<file path="config.mk">
export PLATFORM = sky130hd
export DESIGN_NAME = multi_lane_cordic_stage
export DESIGN_NICKNAME = d
export VERILOG_FILES = /design/src/rtl/multi_lane_cordic_stage.sv
export SDC_FILE = /design/constraint.sdc
export NUM_CORES = 1
export LEC_CHECK = 0
export CAP_MARGIN = 20
export CORE_AREA = 5 5 213 215
export CTS_BUF_LIST = sky130_fd_sc_hd__clkbuf_8
export DETAILED_ROUTE_END_ITERATION = 10
export DIE_AREA = 0 0 218 220
export DONT_BUFFER_PORTS = 1
export MAX_ROUTING_LAYER = met4
export PLACE_DENSITY = 0.61
export SYNTH_ARGS = -nofsm -noshare
export SYNTH_HDL_FRONTEND = slang
export SYNTH_SLANG_ARGS = --single-unit
</file>
<file path="constraint.sdc">
create_clock -name clk -period 14.5 [get_ports clk]
set_input_delay 4.35 -clock clk [delete_from_list [all_inputs] [get_ports clk]]
set_output_delay 4.35 -clock clk [all_outputs]
set_load 0.005 [all_outputs]
</file>
<file path="src/rtl/multi_lane_cordic_stage.sv">
// multi_lane_cordic_stage
// Takes N_CH packed operands, hands them one per cycle to a shared CORDIC
// pipeline, and gathers the in-order returns back into packed result and
// squared words. Collection runs in parallel with issue, so a short pipeline
// can start returning before the last channel has gone out.
module multi_lane_cordic_stage #(
  parameter int N_CH              = 4,
  parameter int CORDIC_DATA_WIDTH = 22,
  parameter int FLOAT_DATA_WIDTH  = 32,
  parameter int DEFAULT_INPUT     = 0
) (
  input  logic                                  clk,
  input  logic                                  rst,
  input  logic                                  clk_en,
  input  logic                                  start,
  input  logic [N_CH*CORDIC_DATA_WIDTH-1:0]     x_in,
  input  logic [N_CH*FLOAT_DATA_WIDTH-1:0]      sq_in,
  output logic                                  busy,
  output logic [CORDIC_DATA_WIDTH-1:0]          pipe_target,
  output logic [FLOAT_DATA_WIDTH-1:0]           pipe_square,
  output logic                                  pipe_start,
  input  logic [CORDIC_DATA_WIDTH-1:0]          pipe_result,
  input  logic [FLOAT_DATA_WIDTH-1:0]           pipe_squared,
  input  logic                                  pipe_valid,
  output logic [N_CH*CORDIC_DATA_WIDTH-1:0]     result,
  output logic [N_CH*FLOAT_DATA_WIDTH-1:0]      squared,
  output logic                                  valid,
  output logic                                  err
);

  localparam int CW = $clog2(N_CH) + 1;
  localparam int XW = N_CH * CORDIC_DATA_WIDTH;
  localparam int SW = N_CH * FLOAT_DATA_WIDTH;
  localparam logic [CW-1:0] LAST = CW'(N_CH - 1);

  typedef enum logic [1:0] {IDLE, ISSUE, COLLECT} state_t;

  state_t        state, state_nxt;
  logic [CW-1:0] issue_idx, issue_idx_nxt;
  logic [CW-1:0] collect_idx, collect_idx_nxt;
  logic [XW-1:0] x_lat;
  logic [SW-1:0] sq_lat;
  logic          accept, capture, last_issue, last_capture;

  // Next-state and counter advance; counters saturate at the last channel
  always_comb begin
    accept          = (state == IDLE) && start;
    capture         = (state != IDLE) && pipe_valid;
    last_issue      = (state == ISSUE) && (issue_idx == LAST);
    last_capture    = capture && (collect_idx == LAST);
    state_nxt       = state;
    issue_idx_nxt   = issue_idx;
    collect_idx_nxt = collect_idx;
    case (state)
      IDLE: begin
        if (start) begin
          state_nxt       = ISSUE;
          issue_idx_nxt   = '0;
          collect_idx_nxt = '0;
        end
      end
      ISSUE: begin
        if (!last_issue) issue_idx_nxt = issue_idx + CW'(1);
        if (capture && !last_capture) collect_idx_nxt = collect_idx + CW'(1);
        if (last_capture) state_nxt = IDLE;
        else if (last_issue) state_nxt = COLLECT;
      end
      COLLECT: begin
        if (capture && !last_capture) collect_idx_nxt = collect_idx + CW'(1);
        if (last_capture) state_nxt = IDLE;
      end
      default: state_nxt = IDLE;
    endcase
  end

  // Issue port: the latched channel selected by issue_idx while issuing, idle value otherwise
  always_comb begin
    pipe_start  = (state == ISSUE);
    pipe_target = CORDIC_DATA_WIDTH'(DEFAULT_INPUT);
    pipe_square = FLOAT_DATA_WIDTH'(DEFAULT_INPUT);
    if (state == ISSUE) begin
      for (int k = 0; k < N_CH; k++) begin
        if (issue_idx == CW'(k)) begin
          pipe_target = x_lat[k*CORDIC_DATA_WIDTH +: CORDIC_DATA_WIDTH];
          pipe_square = sq_lat[k*FLOAT_DATA_WIDTH +: FLOAT_DATA_WIDTH];
        end
      end
    end
  end

  // Operand capture on an accepted start only, so a start while busy cannot disturb them
  always_ff @(posedge clk) begin
    if (rst && clk_en && accept) begin
      x_lat  <= x_in;
      sq_lat <= sq_in;
    end
  end

  // Control state, status flags and result gathering
  always_ff @(posedge clk) begin
    if (!rst) begin
      state       <= IDLE;
      issue_idx   <= '0;
      collect_idx <= '0;
      busy        <= 1'b0;
      valid       <= 1'b0;
      err         <= 1'b0;
      result      <= '0;
      squared     <= '0;
    end else if (clk_en) begin
      state       <= state_nxt;
      issue_idx   <= issue_idx_nxt;
      collect_idx <= collect_idx_nxt;
      busy        <= (state_nxt != IDLE);
      valid       <= last_capture;
      // A return with nothing outstanding is latched until the next accepted start
      if ((state == IDLE) && pipe_valid) err <= 1'b1;
      else if (accept) err <= 1'b0;
      if (capture) begin
        for (int k = 0; k < N_CH; k++) begin
          if (collect_idx == CW'(k)) begin
            result[k*CORDIC_DATA_WIDTH +: CORDIC_DATA_WIDTH] <= pipe_result;
            squared[k*FLOAT_DATA_WIDTH +: FLOAT_DATA_WIDTH]  <= pipe_squared;
          end
        end
      end
    end
  end

endmodule

</file>
Word-level counts from Yosys, hierarchy flattened
Cells that the tools add are included.
Word-level totals
  flip-flop bits (word level): 443
  output and inout port bits: 274
  word-level logic and storage cells: 76
Operators by class
  add/subtract/negate cells: 2
  eq/ne operators: 11
  muxes and demuxes: 22
  reduce and logical (&&, ||, !) cells: 25
Operators by type and width (count)
  32-bit 2-to-1 mux: 5
  22-bit 2-to-1 mux: 5
  3-bit by 2-bit == test with 1-bit output, second input constant: 4
  3-bit one-hot mux with 2 select lines: 2
  3-bit AND reduction: 4
  2-bit nonzero test: 5
  3-bit 2-to-1 mux: 3
  1-bit logical AND: 8
  2-bit 2-to-1 mux: 4
  4-bit AND reduction: 2
  3-bit by 1-bit adder with 3-bit output, second input constant: 2
  3-bit by 1-bit == test with 1-bit output, second input constant: 2
  3-bit logical NOT: 2
  2-bit one-hot mux with 3 select lines: 1
  2-bit != test, second input constant: 2
  2-bit by 1-bit == test with 1-bit output, second input constant: 1
  2-bit == test, second input constant: 1
  2-bit logical NOT: 1
  1-bit 2-to-1 mux: 2
  2-bit by 1-bit != test with 1-bit output, second input constant: 1
  2-bit AND reduction: 1
  2-bit OR reduction: 1
  1-bit logical NOT: 1

Depth between registers and ports, before layout
  depth in word-level cells: 7
  depth in mapped cells: 10
  depth with buffers taken out: 6

Worst setup path after synthesis
OpenSTA, ideal clock, no wires.
  path kind: input-to-reg
  start point: input port rst
  end point: register sq_lat[0], enable pin
  arrival: 13765 ps
  required time: 13703 ps
  path slack: -61 ps
  stages: 4
  path buffers: 2
  path through: inv_1 -> buf_2 -> buf_1 -> nor2_1
On the way
  word-level cells in the longest chain between the ends: 2
RTL lines
  start: declaration: line 13  | input logic rst,
  1-bit logical AND (2 in a row): line 93  | if (rst && clk_en && accept) begin
  end signal: assignment: line 95  | sq_lat <= sq_in;
  end: declaration: line 42  | logic [SW-1:0] sq_lat;
No other way between the ends.
A chain may end at the register's enable or synchronous reset.

Worst setup path in the final report
  start point: register issue_idx[1]
  end point: output port pipe_target[9]
On the way
  word-level cells in the longest chain between the ends: 6
  elaborated cells on any way between the ends: 9
  classes of those cells: eq/ne (3); mux (5); reduce/logical (1)
RTL lines
  start: declaration: line 39  | logic [CW-1:0] issue_idx, issue_idx_nxt;
  start signal: assignment: line 112  | issue_idx <= issue_idx_nxt;
  3-bit logical NOT: line 83  | if (issue_idx == CW'(k)) begin
  22-bit 2-to-1 mux (3 in a row): line 83
  22-bit 2-to-1 mux (*): line 83
  22-bit 2-to-1 mux (*): line 81  | if (state == ISSUE) begin
  end: declaration: line 19  | output logic [CORDIC_DATA_WIDTH-1:0] pipe_target,
Every way passes the cells marked *; elsewhere a longest branch is shown, timed or not.

==> reports/summary.txt <==
Status -> finished clean
Max_slew headroom -> 0.273
Fin. max-slew vios -> 0
Row cnt -> 77
Most frequent cells in the layout -> nand2_1, dfxtp_1, edfxtp_1
Initial Util -> 0.400
PostCTS Resize Cnt -> 0
Initial antenna violation count -> 14
Horiz. Die Dim -> 218 um
Area leader, netlist -> edfxtp_1
Routed Antenna Nets -> 0
Clock transition at the registers of the reported paths -> 60 ps
Slew @ Worst Pin -> 1090 ps
Fraction of registers with async set or reset after synthesis -> 0
Core Region -> 0.0435 sq mm
Combined area of the multi-input logic cells -> 0.00571 sq mm
Post-synth top area share -> 0.372
Grt ovf -> 0
Clk pwr share -> 0.422
Pleak -> 0.00587 uW
Hold Path Class -> reg2reg
WL/cell -> 22.3 um
Total track usage -> 0.200
Psw -> 554 uW
Setup ws final -> 7030 ps
Synth top area cells -> edfxtp_1, dfxtp_1, nand2_1, a21oi_2, a21oi_1
Net Sw Frac -> 0.225
Clk buf depth -> 3
Synth Register Bits -> 443
Io pins -> 549
Hold depth -> 2
Worst Path Required -> 10150 ps
Mapped Cells -> 1594
Final hold violations -> 0
Depth of the worst register-to-register path -> 5
Clock insertion delay at the later pin of the skew report -> 660 ps
Distinct cells, synth -> 37
Worst-path maximum fanout -> 70
Mapped Nets -> 1883
Die area -> 0.0480 sq mm
F_max -> 134 MHz
Synth Area per Inst -> 10.9 sq um
Commonest non-fill, non-tap cell in the layout -> nand2_1
PortBufs -> 0
Max Cap Viol -> 0
CTS Hold Bufs -> 0
Root buffer cell -> clkbuf_8
Worst EP arrival -> 3120 ps
Layout cells sized above 1 -> 0.171
RePlAce Congestion -> 0.852
Vias in the first global route -> 11600
Detailed Route WL -> 49.5 mm
Final period util -> 0.515
YS warnings -> 0
Vias per cell -> 5.30
Post-synth EDFFs -> 216
Cell Area, Synth -> 0.0174 sq mm
Maximum VDD drop -> 0.0000959 V
First-pass GRT wire length -> 71.4 mm
Critical Path Sink Type -> primary output
First-pass iteration count of the detailed router -> 5
Pin count of the biggest net entering global routing -> 189
1st-iter DRT viols -> 850
CTS sink count -> 443
Via count -> 11800
Setup TNS -> 0 ps
Flop pwr share -> 0.547
TritonCTS clock tree -> built
CTS Buf Count -> 74
Post-Place Setup Slack -> 7660 ps
Register area share after synthesis -> 0.633
Post-Route Skew -> 35.5 ps
CP Class -> reg2out
Power per Cell Area -> 129 mW/mm^2
DRC -> 0
Comb power frac -> 0.031
Area Overhead vs Synth -> 9.38%
Filler cells -> 4111
Fin crit period -> 7470 ps
Flop2flop setup slack -> 11420 ps
# nets final -> 1856
Pint -> 1910 uW
Chip Height -> 220 um
Core Util, Final -> 0.438
Startpoint types -> register
CTS H-tree lvls -> 3
Sequential Area -> 0.0110 sq mm
Placed wire-length estimate -> 32.7 mm
RSZ-0062 raised after global routing -> no
Post-CTS Setup Inserts -> 0
Final setup violation count -> 0
Ys flop type -> dfxtp_1
worst max-delay path, cell delays in order, from the launching register on:
cell and delay [ps]:
dfxtp_1 340, inv_1 140, ha_4 330, buf_4 640
nor2b_1 100, buf_4 230, a221o_1 330, a32oi_1 200
nor2b_1 100
path summary, 6_finish.rpt:
path	from	end
hold / removal	result[66]	result[66]
hold reg to reg	result[66]	result[66]
setup / recovery	issue_idx[1]	pipe_target[9]
setup reg to reg	state[0]	sq_lat[7]
layer usage:
layer	vias up	track usage	part of all wire
met5	-	-	0
met4	0	0.0701	0.026
met3	91	0.0914	0.12
met2	602	0.316	0.48
met1	5621	0.227	0.37
li1	5457	-	-
state kept, by name, indices dropped and copies added, names as in the netlist:
name / flops
busy: 1
issue_idx: 3
x_lat: 88
result: 88
collect_idx: 3
valid: 1
squared: 128
err: 1
state: 2
sq_lat: 128
logic make-up (layout without fill, tap and decap cells):
group	count (synthesis)	count (layout)	synth area share
flops	443	443	0.633
other cells	0	13	0
simple gates	622	622	0.154
mux	2	2	0.00122
compound gates	386	386	0.159
fa+ha+maj	14	14	0.0101
buf+inv	127	150	0.0427
power by group through the flow:
stage          clock, uW  sequential, uW  combinational (uW)
2_1_floorplan          0            1370                61.8
3_3_place_gp           0            1370                76.7
3_5_place_dp           0            1370                77.4
4_1_cts             1080            1350                77.6
5_1_grt             1140            1350                84.2
6_report            1040            1350                76.2
stage by stage:
stage / std cells / hold WS [ps] / power, uW / area [sq um]
after floorplan: 1594 / 453 / 1430 / 17400
after global placement: 2082 / 464 / 1450 / 17600
after detailed placement: 2082 / 469 / 1450 / 17600
after CTS: 2208 / 477 / 2500 / 19000
after global routing: 2220 / 489 / 2570 / 19100
final: 2222 / 475 / 2460 / 19100
area by class of cell:
type,count,area share
Inverter,9,0.00217
Timing Repair Buffer,15,0.00722
Tap cell,592,0.0389
Antenna cell,13,0.00171
Clock inverter,45,0.0134
Clock buffer,81,0.0585
Sequential cell,443,0.579
Multi-Input combinational cell,1024,0.299
Yosys cell counts, types with 2 or more instances:
library cell	instances
a21oi_2	150
a21oi_1	116
dfxtp_1	227
o21ai_1	19
o21ai_0	28
buf_1	10
a221o_1	11
clkbuf_1	58
buf_6	4
nor2b_1	57
nand2_1	486
buf_2	25
ha_1	14
buf_4	6
buf_12	3
nor2_1	9
buf_8	12
o32ai_1	2
nand2b_1	60
edfxtp_1	216
inv_1	9
and2_4	3
a32oi_1	55
Note: power is estimated with default switching activity, not from simulation.
